File: src/rtl/rect_fill_pkg.sv
// rtl/rect_fill_pkg.sv - shared types, screen constants and clip helper for rect_fill
package rect_fill_pkg;

    typedef enum logic [1:0] {
        ST_IDLE  = 2'd0,
        ST_DRAW  = 2'd1,
        ST_CLEAR = 2'd2,
        ST_DONE  = 2'd3
    } state_t;

    localparam int SCREEN_W = 160;
    localparam int SCREEN_H = 120;
    localparam int COLOUR_W = 3;

    // Clip arithmetic is one bit wider than a coordinate so X_MAX+1 never wraps.
    localparam int CLIP_W = 9;

    // Visible run length starting at 'start' of requested length 'len' on an axis ending at 'last'.
    function automatic logic [CLIP_W-1:0] clip_len(input logic [CLIP_W-1:0] start,
                                                   input logic [CLIP_W-1:0] len,
                                                   input logic [CLIP_W-1:0] last);
        logic [CLIP_W-1:0] avail;
        avail = last + CLIP_W'(1) - start;
        if (start > last) begin
            clip_len = '0;
        end else begin
            clip_len = (len < avail) ? len : avail;
        end
    endfunction

endpackage

File: src/rtl/rect_clip.sv
// rtl/rect_clip.sv - combinational clipping of a rectangle request to the visible screen
module rect_clip
    import rect_fill_pkg::*;
#(
    parameter int X_W   = 8,
    parameter int Y_W   = 7,
    parameter int X_MAX = 159,
    parameter int Y_MAX = 119
) (
    input  logic [X_W-1:0]    x0_i,
    input  logic [Y_W-1:0]    y0_i,
    input  logic [X_W-1:0]    w_i,
    input  logic [Y_W-1:0]    h_i,
    output logic [CLIP_W-1:0] ew_o,
    output logic [CLIP_W-1:0] eh_o,
    output logic              empty_o
);

    localparam logic [CLIP_W-1:0] X_LAST = CLIP_W'(X_MAX);
    localparam logic [CLIP_W-1:0] Y_LAST = CLIP_W'(Y_MAX);

    assign ew_o    = clip_len(CLIP_W'(x0_i), CLIP_W'(w_i), X_LAST);
    assign eh_o    = clip_len(CLIP_W'(y0_i), CLIP_W'(h_i), Y_LAST);
    assign empty_o = (ew_o == '0) || (eh_o == '0);

endmodule

File: src/rtl/rect_fill.sv
// rtl/rect_fill.sv - clipped rectangle fill / screen clear engine driving the VGA pixel port
module rect_fill
    import rect_fill_pkg::*;
#(
    parameter int X_W   = 8,
    parameter int Y_W   = 7,
    parameter int C_W   = 3,
    parameter int X_MAX = 159,
    parameter int Y_MAX = 119
) (
    input  logic           CLOCK_50,
    input  logic           reset,
    input  logic           req_valid,
    output logic           req_ready,
    input  logic [X_W-1:0] req_x0,
    input  logic [Y_W-1:0] req_y0,
    input  logic [X_W-1:0] req_w,
    input  logic [Y_W-1:0] req_h,
    input  logic [C_W-1:0] req_colour,
    input  logic           req_clear,
    output logic [X_W-1:0] x,
    output logic [Y_W-1:0] y,
    output logic [C_W-1:0] colour,
    output logic           plot,
    output logic           vga_resetn,
    output logic           busy,
    output logic           done
);

    state_t            state_q, state_d;
    logic [X_W-1:0]    x_q, x_d;
    logic [Y_W-1:0]    y_q, y_d;
    logic [C_W-1:0]    colour_q, colour_d;
    logic              plot_q, plot_d;
    logic              vga_resetn_q, vga_resetn_d;
    logic [X_W-1:0]    x0_q, x0_d;
    logic [CLIP_W-1:0] ew_q, ew_d;
    logic [CLIP_W-1:0] eh_q, eh_d;
    logic [CLIP_W-1:0] col_q, col_d;
    logic [CLIP_W-1:0] row_q, row_d;

    logic [CLIP_W-1:0] clip_ew;
    logic [CLIP_W-1:0] clip_eh;
    logic              clip_empty;
    logic              accept;
    logic              last_col;
    logic              last_row;

    rect_clip #(
        .X_W   (X_W),
        .Y_W   (Y_W),
        .X_MAX (X_MAX),
        .Y_MAX (Y_MAX)
    ) u_clip (
        .x0_i    (req_x0),
        .y0_i    (req_y0),
        .w_i     (req_w),
        .h_i     (req_h),
        .ew_o    (clip_ew),
        .eh_o    (clip_eh),
        .empty_o (clip_empty)
    );

    assign req_ready  = (state_q == ST_IDLE);
    assign busy       = (state_q != ST_IDLE);
    assign done       = (state_q == ST_DONE);
    assign accept     = req_valid && req_ready;
    assign last_col   = (col_q == ew_q - CLIP_W'(1));
    assign last_row   = (row_q == eh_q - CLIP_W'(1));

    assign x          = x_q;
    assign y          = y_q;
    assign colour     = colour_q;
    assign plot       = plot_q;
    assign vga_resetn = vga_resetn_q;

    // Next state and next pixel; the first pixel is loaded on the accept edge so it appears one cycle later.
    always_comb begin
        state_d      = state_q;
        x_d          = x_q;
        y_d          = y_q;
        colour_d     = colour_q;
        plot_d       = 1'b0;
        vga_resetn_d = 1'b1;
        x0_d         = x0_q;
        ew_d         = ew_q;
        eh_d         = eh_q;
        col_d        = col_q;
        row_d        = row_q;
        unique case (state_q)
            ST_IDLE: begin
                if (accept) begin
                    if (req_clear) begin
                        state_d      = ST_CLEAR;
                        vga_resetn_d = 1'b0;
                    end else if (clip_empty) begin
                        state_d = ST_DONE;
                    end else begin
                        state_d  = ST_DRAW;
                        x_d      = req_x0;
                        y_d      = req_y0;
                        colour_d = req_colour;
                        plot_d   = 1'b1;
                        x0_d     = req_x0;
                        ew_d     = clip_ew;
                        eh_d     = clip_eh;
                        col_d    = '0;
                        row_d    = '0;
                    end
                end
            end
            ST_DRAW: begin
                if (last_col) begin
                    if (last_row) begin
                        state_d = ST_DONE;
                    end else begin
                        col_d  = '0;
                        row_d  = row_q + CLIP_W'(1);
                        x_d    = x0_q;
                        y_d    = y_q + Y_W'(1);
                        plot_d = 1'b1;
                    end
                end else begin
                    col_d  = col_q + CLIP_W'(1);
                    x_d    = x_q + X_W'(1);
                    plot_d = 1'b1;
                end
            end
            ST_CLEAR: state_d = ST_DONE;
            ST_DONE:  state_d = ST_IDLE;
            default:  state_d = ST_IDLE;
        endcase
    end

    // State and output registers; reset aborts any command in flight without waiting for a clock.
    always_ff @(posedge CLOCK_50 or posedge reset) begin
        if (reset) begin
            state_q      <= ST_IDLE;
            x_q          <= '0;
            y_q          <= '0;
            colour_q     <= '0;
            plot_q       <= 1'b0;
            vga_resetn_q <= 1'b1;
            x0_q         <= '0;
            ew_q         <= '0;
            eh_q         <= '0;
            col_q        <= '0;
            row_q        <= '0;
        end else begin
            state_q      <= state_d;
            x_q          <= x_d;
            y_q          <= y_d;
            colour_q     <= colour_d;
            plot_q       <= plot_d;
            vga_resetn_q <= vga_resetn_d;
            x0_q         <= x0_d;
            ew_q         <= ew_d;
            eh_q         <= eh_d;
            col_q        <= col_d;
            row_q        <= row_d;
        end
    end

endmodule

File: config.mk
export PLATFORM = sky130hd
export DESIGN_NAME = rect_fill
export DESIGN_NICKNAME = d
export VERILOG_FILES = /design/src/rtl/rect_fill_pkg.sv /design/src/rtl/rect_clip.sv /design/src/rtl/rect_fill.sv
export SDC_FILE = /design/constraint.sdc
export NUM_CORES = 1
export LEC_CHECK = 0
export CAP_MARGIN = 25
export CORE_ASPECT_RATIO = 1.2
export CORE_MARGIN = 2
export CORE_UTILIZATION = 55
export CTS_BUF_LIST = sky130_fd_sc_hd__clkbuf_8
export CTS_CLUSTER_DIAMETER = 60
export DETAILED_ROUTE_END_ITERATION = 8
export PLACE_DENSITY = 0.79
export SLEW_MARGIN = 25
export SYNTH_ARGS = -nofsm -noshare
export SYNTH_HDL_FRONTEND = slang
export SYNTH_SLANG_ARGS = --single-unit
export TNS_END_PERCENT = 10
File: constraint.sdc
create_clock -name CLOCK_50 -period 3.04 [get_ports CLOCK_50]
set_input_delay 0.304 -clock CLOCK_50 [delete_from_list [all_inputs] [get_ports CLOCK_50]]
set_output_delay 0.304 -clock CLOCK_50 [all_outputs]
set_load 0.02 [all_outputs]
==> impl_metrics.json, run 1 <==
{
  "ant_nets": 0,
  "overflow": 0,
  "multi_input_area_um2": 3334,
  "cap_violations": 0,
  "fp.dieH_um": 108.1,
  "place_ws_ns": -0.7623,
  "rsz0062_at_grt": "true",
  "place_congestion": 0.8963,
  "fin_setup_tns_ns": -0.02715,
  "critPathLaunchType": "input port",
  "synth_seq_cells": 65,
  "crit_path_max_incr_delay_ns": 0.41,
  "async_flop_share_pct": 100.0,
  "ff_latch_area_um2": 1628,
  "hold_path.class": "in2reg",
  "fin_nets": 755,
  "ios": 60,
  "core.rowCount": 37,
  "post-dp-hpwl_um": 10610,
  "fin_skew_ns": 0.01159,
  "path_buf_inv": 3,
  "critPathArrivalTime_ns": 3.29,
  "die-area_um2": 9806,
  "min_period_ns": 3.052,
  "synth_nets": 624,
  "areaGrowthSynthToFinish_pct": 35.84,
  "cp_cell_sequence": "buf_6 -> inv_1 -> ha_1 -> or3b_4 -> o21ai_4 -> xnor2_2 -> ha_1 -> o2111a_1 -> a21oi_2 -> o211ai_1 -> o211a_4 -> a22oi_4 -> buf_6 -> a21oi_4 -> mux2_4",
  "ctsHoldBuffers": 0,
  "n_antenna_cell": 0,
  "worstSetupPathType": "in2reg",
  "power_density_nw_per_um2": 830.2,
  "vias": 5065,
  "drtIter0Drc": 337,
  "grt_usage_pct": 30.35,
  "synth-edff-count": 0,
  "worst-path-max-fanout": 6,
  "grt_pass1_vias": 4999,
  "syn_area_um2": 4965,
  "grt_max_degree": 66,
  "cts_sinks": 65,
  "clock_latency_ns": 0.36,
  "synthFlopType": "dfrtp_1",
  "portBuffers": 59,
  "slew_headroom_pct": 42.83,
  "holdWs_ns": 0.2497,
  "power.leakage_nw": 3.031,
  "synth_top_area_share_pct": 32.26,
  "drtPass1Iterations": 5,
  "maxSlewViolCount": 0,
  "timing.final.ws_setup_ns": -0.01183,
  "rrSetupSlack_ns": 0.07,
  "setup_viol": 4,
  "cts_tree": "done",
  "antenna_found_initial": 0,
  "drc": 0,
  "yosysTopAreaCell": "dfrtp_1",
  "coreArea_um2": 8657,
  "critical_path.slowest_cell": "or3b_4",
  "dieWidth_um": 90.73,
  "grt_pass1_wl_um": 23710,
  "synthDistinctLibCells": 83,
  "fin_crit_sh_pct": 100.4,
  "cts_buffers": 9,
  "status": "finished with violations",
  "vdd_drop_max_uv": 639.4,
  "finalHoldViolations": 0,
  "clkSlewWorstSetupHoldPaths_ns": 0.07,
  "ys_top_cells_by_area": "dfrtp_1 (32%), ha_1 (6.3%), nand2_1 (5.1%)",
  "cts_root_buffer": "clkbuf_8",
  "worst_path_dominant_cell_family": "compound AO/OA/AOI/OAI gates",
  "fillers": 576,
  "start_util_pct": 57.35,
  "ys_seq_area_share_pct": 32.79,
  "clock_path_buffers": 2,
  "netlist_instances": 562,
  "avgSynthCellArea_um2": 8.834,
  "wl_per_cell_um": 18.64,
  "drive_gt1_share_pct": 26.79,
  "worstMarginPinSlew_ns": 0.8575,
  "yosysWarnings": 0,
  "max_freq_ghz": 0.3277,
  "failed_checks": "setup timing",
  "routed_wl_um": 15190,
  "cp-end-kind": "register",
  "htree_levels": 3,
  "crit_required_ns": 3.27,
  "vias_per_cell": 6.215
}
routing by layer:
metal  track usage [%]  vias to the layer above  routed length (um)
met1             35.07                     2482                6009
met3             5.087                       50                 807
li1                  -                     2324                   -
met4             16.26                        0                 503
met5                 0                        -                   0
met2             53.94                      209                7874
path summary, 6_finish.rpt:
kind	startpoint	to	cells past startpoint
setup / recovery	req_x0[0]	y[1]$_DFFE_PP0P_	15
hold / removal	req_x0[1]	x0_q[1]$_DFFE_PP0P_	3
min in group asynchronous	reset	ew_q[4]$_DFFE_PP0P_	3
hold reg to reg	colour[1]$_DFFE_PP0P_	colour[1]$_DFFE_PP0P_	2
setup reg to reg	eh_q[0]$_DFFE_PP0P_	row_q[3]$_DFFE_PP0P_	11
max in group asynchronous	reset	x[1]$_DFFE_PP0P_	3
cell usage in the layout, fill, tap and decap left out, drive strengths merged, types with 3 or more instances in the layout:
| cell type | synthesis | final |
|---|---|---|
| a211oi | 4 | 4 |
| a21oi | 22 | 22 |
| and2 | 6 | 6 |
| o21ai | 36 | 36 |
| nor3 | 16 | 16 |
| nor4 | 9 | 9 |
| o311ai | 3 | 3 |
| mux2i | 6 | 6 |
| ha | 25 | 25 |
| xor2 | 19 | 19 |
| nand4 | 6 | 6 |
| mux2 | 10 | 10 |
| o211ai | 3 | 3 |
| a32oi | 3 | 3 |
| clkdlybuf4s50 | 0 | 49 |
| nor2 | 40 | 40 |
| nand2 | 68 | 68 |
| o31ai | 13 | 13 |
| a211o | 6 | 6 |
| nor3b | 7 | 7 |
| nor4b | 6 | 6 |
| nand2b | 9 | 9 |
| o211a | 3 | 3 |
| dfrtp | 64 | 64 |
| or3 | 7 | 7 |
| and3 | 11 | 11 |
| a221o | 4 | 4 |
| nand3 | 26 | 26 |
| inv | 26 | 27 |
| buf | 14 | 91 |
| a21o | 4 | 4 |
| a41oi | 3 | 3 |
| a32o | 3 | 3 |
| clkbuf | 14 | 13 |
| xnor2 | 20 | 20 |
| o221ai | 4 | 4 |
| a31oi | 9 | 9 |
final cells by class:
cell class	count	share of cell area, %
repair buffers	148	19.39
well taps	117	2.171
clock inverters	5	1.169
flip-flops and latches	65	24.14
multi-input cells	443	49.44
clock buffers	11	2.245
inverters	26	1.447
sequential cells by signal, summed over array words and instances (netlist names):
signal and flops:
state_q 2, ew_q 9, col_q 9, row_q 9, x0_q 8, eh_q 8, vga_resetn 1, y 7
plot 1, x 8, colour 3
per-stage QoR:
step | cells | power (mW) | area [um^2] | util [%]
2_1_floorplan | 562 | 3.466 | 4991 | -
3_3_place_gp | 790 | 4.338 | 6172 | 71.30
3_5_place_dp | 790 | 4.461 | 6172 | 71.30
4_1_cts | 810 | 5.401 | 6531 | 75.44
5_1_grt | 815 | 5.944 | 6744 | 77.90
6_report | 815 | 5.599 | 6744 | 77.90
logic make-up after synthesis:
kind of cell / share of synthesized area (%)
simple gates: 23.19
xor+xnor: 6.880
mux: 3.780
buf+inv: 5.367
fa+ha+maj: 6.300
compound gates: 21.70
flops: 32.79
synth_stat cells (all sizes together), types with 3 or more instances:
| master | number |
|---|---|
| a211o | 6 |
| a211oi | 4 |
| a21o | 4 |
| a21oi | 22 |
| a221o | 4 |
| a31oi | 9 |
| a32o | 3 |
| a32oi | 3 |
| a41oi | 3 |
| and2 | 6 |
| and3 | 11 |
| buf | 14 |
| clkbuf | 14 |
| dfrtp | 64 |
| ha | 25 |
| inv | 26 |
| mux2 | 10 |
| mux2i | 6 |
| nand2 | 68 |
| nand2b | 9 |
| nand3 | 26 |
| nand4 | 6 |
| nor2 | 40 |
| nor3 | 16 |
| nor3b | 7 |
| nor4 | 9 |
| nor4b | 6 |
| o211a | 3 |
| o211ai | 3 |
| o21ai | 36 |
| o221ai | 4 |
| o311ai | 3 |
| o31ai | 13 |
| or3 | 7 |
| xnor2 | 20 |
| xor2 | 19 |
timing repair:
| action | 4_1_cts | 5_1_grt |
|---|---|---|
| pin swaps | 24 | 29 |
| setup endpoints to repair | 63 | 61 |
| setup buffers | 5 | 5 |
| gates resized for setup | 42 | 52 |
power breakdown:
| part | switching (mW) | total (mW) | internal, mW |
|---|---|---|---|
| clock | 0.349 | 0.852 | 0.504 |
| combinational | 1.66 | 3.19 | 1.53 |
| sequential | 0.390 | 1.56 | 1.17 |
| total | 2.40 | 5.60 | 3.20 |
tightest hold or removal path, delay by kind of cell:
| kind | cells | cell delay [ns] |
|---|---|---|
| buffers and inverters | 2 | 0.16 |
| AO/OA/AOI/OAI | 1 | 0.09 |
Note: power is estimated with default switching activity, not from simulation.
==> run 2: changes to the inputs <==
Settings changed: GPL_ROUTABILITY_DRIVEN set to 0.
Clock period 3.04 ns to 3.68 ns, I/O delays scaled along.
==> impl_metrics.json, run 2 (synthesized netlist as in run 1, its figures left out) <==
{
  "slew_headroom_pct": 56.99,
  "power_density_nw_per_um2": 683.7,
  "antenna_found_initial": 0,
  "start_util_pct": 57.35,
  "fin_nets": 723,
  "grt_pass1_wl_um": 22630,
  "worstSetupPathType": "in2reg",
  "grt_usage_pct": 28.53,
  "grt.met2_usage_pct": 50.80,
  "cts_sinks": 65,
  "fin_crit_sh_pct": 98.10,
  "wl_per_cell_um": 17.74,
  "grt_max_degree": 50,
  "drtPass1Iterations": 5,
  "final_cell_mix": "nand2_1 (68), dfrtp_1 (64), clkdlybuf4s50_1 (58), buf_4 (52), nor2_1 (39)",
  "placed_area_um2": 5958,
  "clock_latency_ns": 0.35,
  "top_usage_layer": "met2",
  "clkSlewWorstSetupHoldPaths_ns": 0.08,
  "coreArea_um2": 8657,
  "crit_path_end": "x[6]$_DFFE_PP0P_",
  "cts_buffers": 9,
  "cp_cell_sequence": "clkdlybuf4s50_1 -> buf_4 -> inv_2 -> ha_2 -> or3b_4 -> o21ai_4 -> xnor2_2 -> ha_1 -> o2111a_1 -> a21oi_2 -> or2_1 -> o211a_4 -> a22oi_4 -> a21o_4 -> mux2_2",
  "core.rowCount": 37,
  "final_common_cell": "nand2_1",
  "n_antenna_cell": 0,
  "reg2reg_to": "row_q[0]$_DFFE_PP0P_",
  "cts_root_buffer": "clkbuf_8",
  "utilization_pct": 72.37,
  "p_sw_mw": 1.880,
  "cts_tree": "done",
  "grt_use_met3_pct": 3.484,
  "rsz0062_at_grt": "true",
  "p_int_mw": 2.403,
  "cap_violations": 0,
  "critPathLaunch": "req_x0[1]",
  "p_sw_share_pct": 43.88,
  "crit_path_max_incr_delay_ns": 0.43,
  "combPwrFrac_pct": 55.5,
  "dp.cells": 763,
  "vias_per_cell": 6.128,
  "p_clk_share_pct": 14.7,
  "maxSlewViolCount": 0,
  "holdWs_ns": 0.4482,
  "ctsHoldBuffers": 0,
  "grt_pass1_vias": 4849,
  "portBuffers": 59,
  "dieWidth_um": 90.73,
  "finalHoldViolations": 0,
  "fp.dieH_um": 108.1,
  "rrSetupSlack_ns": 0.48,
  "vias": 4798,
  "crit_required_ns": 3.92,
  "use_met1_pct": 34.29,
  "post-dp-hpwl_um": 10320,
  "drc": 0,
  "hold_path.class": "in2async",
  "instances_no_fill": 783,
  "die-area_um2": 9806,
  "ios": 60,
  "ant_nets": 0,
  "critical_path.slowest_cell": "clkdlybuf4s50_1",
  "overflow": 0,
  "worst-path-max-fanout": 8,
  "clock_path_buffers": 2,
  "top_regs": "col_q (9), ew_q (9), row_q (9)",
  "critPathLaunchType": "input port",
  "drtIter0Drc": 390,
  "min_period_ns": 3.610,
  "fin_skew_ns": 0.007765,
  "stdcell_area_um2": 6265,
  "power.leakage_nw": 2.765,
  "routed_wl_um": 13890,
  "areaGrowthSynthToFinish_pct": 26.18,
  "worstMarginPinSlew_ns": 0.6428,
  "htree_levels": 3,
  "pwr-share-seq_pct": 29.8,
  "max_freq_ghz": 0.2770,
  "cp-end-kind": "register",
  "setup_viol": 0,
  "critPathArrivalTime_ns": 3.85,
  "vdd_drop_max_uv": 491.0,
  "r2r_start": "ew_q[0]$_DFFE_PP0P_",
  "drive_gt1_share_pct": 18.77,
  "status": "complete, no violations",
  "rr_worst_depth": 10
}
## run 2: cell types whose count changed in the layout (fill, tap and decap cells not counted), moves of 6 or more
cell and change:
o21ai_1 -9, mux2_2 +6, buf_4 -27, mux2_4 -6
clkdlybuf4s50_1 +9, o21ai_0 +10, buf_6 -6
## run 2: power by group through the flow
stage / registers (mW) / logic, mW / clock network [mW]
final: 1.28 / 2.38 / 0.631
after global routing: 1.31 / 2.59 / 0.664
after CTS: 1.27 / 2.33 / 0.630
after detailed placement: 1.28 / 2.31 / 0
after global placement: 1.26 / 2.24 / 0
after floorplan: 1.33 / 1.53 / 0
## run 2: critical path: cells and delay by family
kind	cells	cell delay (ns)
compound gates	6	1.23
mux	1	0.36
buf+inv	3	0.64
fa+ha+maj	2	0.49
simple gates	2	0.66
xor+xnor	1	0.10
## run 2: metal layers
layer | up-vias | part of all wire [%]
met5 | - | 0
met2 | 174 | 51
met3 | 45 | 4.5
li1 | 2264 | -
met4 | 0 | 3.6
met1 | 2315 | 41
## run 2: cell type report
class	instances	area, um^2
clock buffers	10	137.6
clock inverters	6	67.56
fillers	655	2392
inverters	26	100.1
multi-input cells	443	3128
flip-flops and latches	65	1628
well taps	117	146.4
repair buffers	116	1057
## run 2: worst min-delay path by stage
stage                       endpoint  slack, ns  cells after the start
2_1_floorplan   vga_resetn$_DFF_PP1_       0.44                      1
3_3_place_gp   colour[1]$_DFFE_PP0P_       0.46                      2
3_5_place_dp   colour[1]$_DFFE_PP0P_       0.46                      2
4_1_cts        colour[1]$_DFFE_PP0P_       0.48                      2
5_1_grt        colour[2]$_DFFE_PP0P_       0.51                      2
6_report        row_q[6]$_DFFE_PP0P_       0.45                      2
## run 2: what timing repair did
| action | 4_1_cts | 5_1_grt |
|---|---|---|
| gates resized for setup | 1 | 16 |
| setup buffers | 0 | 4 |
| endpoints found under the setup margin | 1 | 50 |
| pin swaps | 0 | 8 |
| gates cloned | 0 | 0 |
| hold endpoints to repair | 0 | 0 |
## run 2: metrics by stage
stage	worst slack, ns	TNS [ns]	total power, mW
floorplan	0.2620	0	2.856
global placement	-0.2454	-10.54	3.502
detailed placement	-0.3435	-13.68	3.583
CTS	0.07048	0	4.221
global route	-0.08827	-1.576	4.571
finish	0.06981	0	4.283
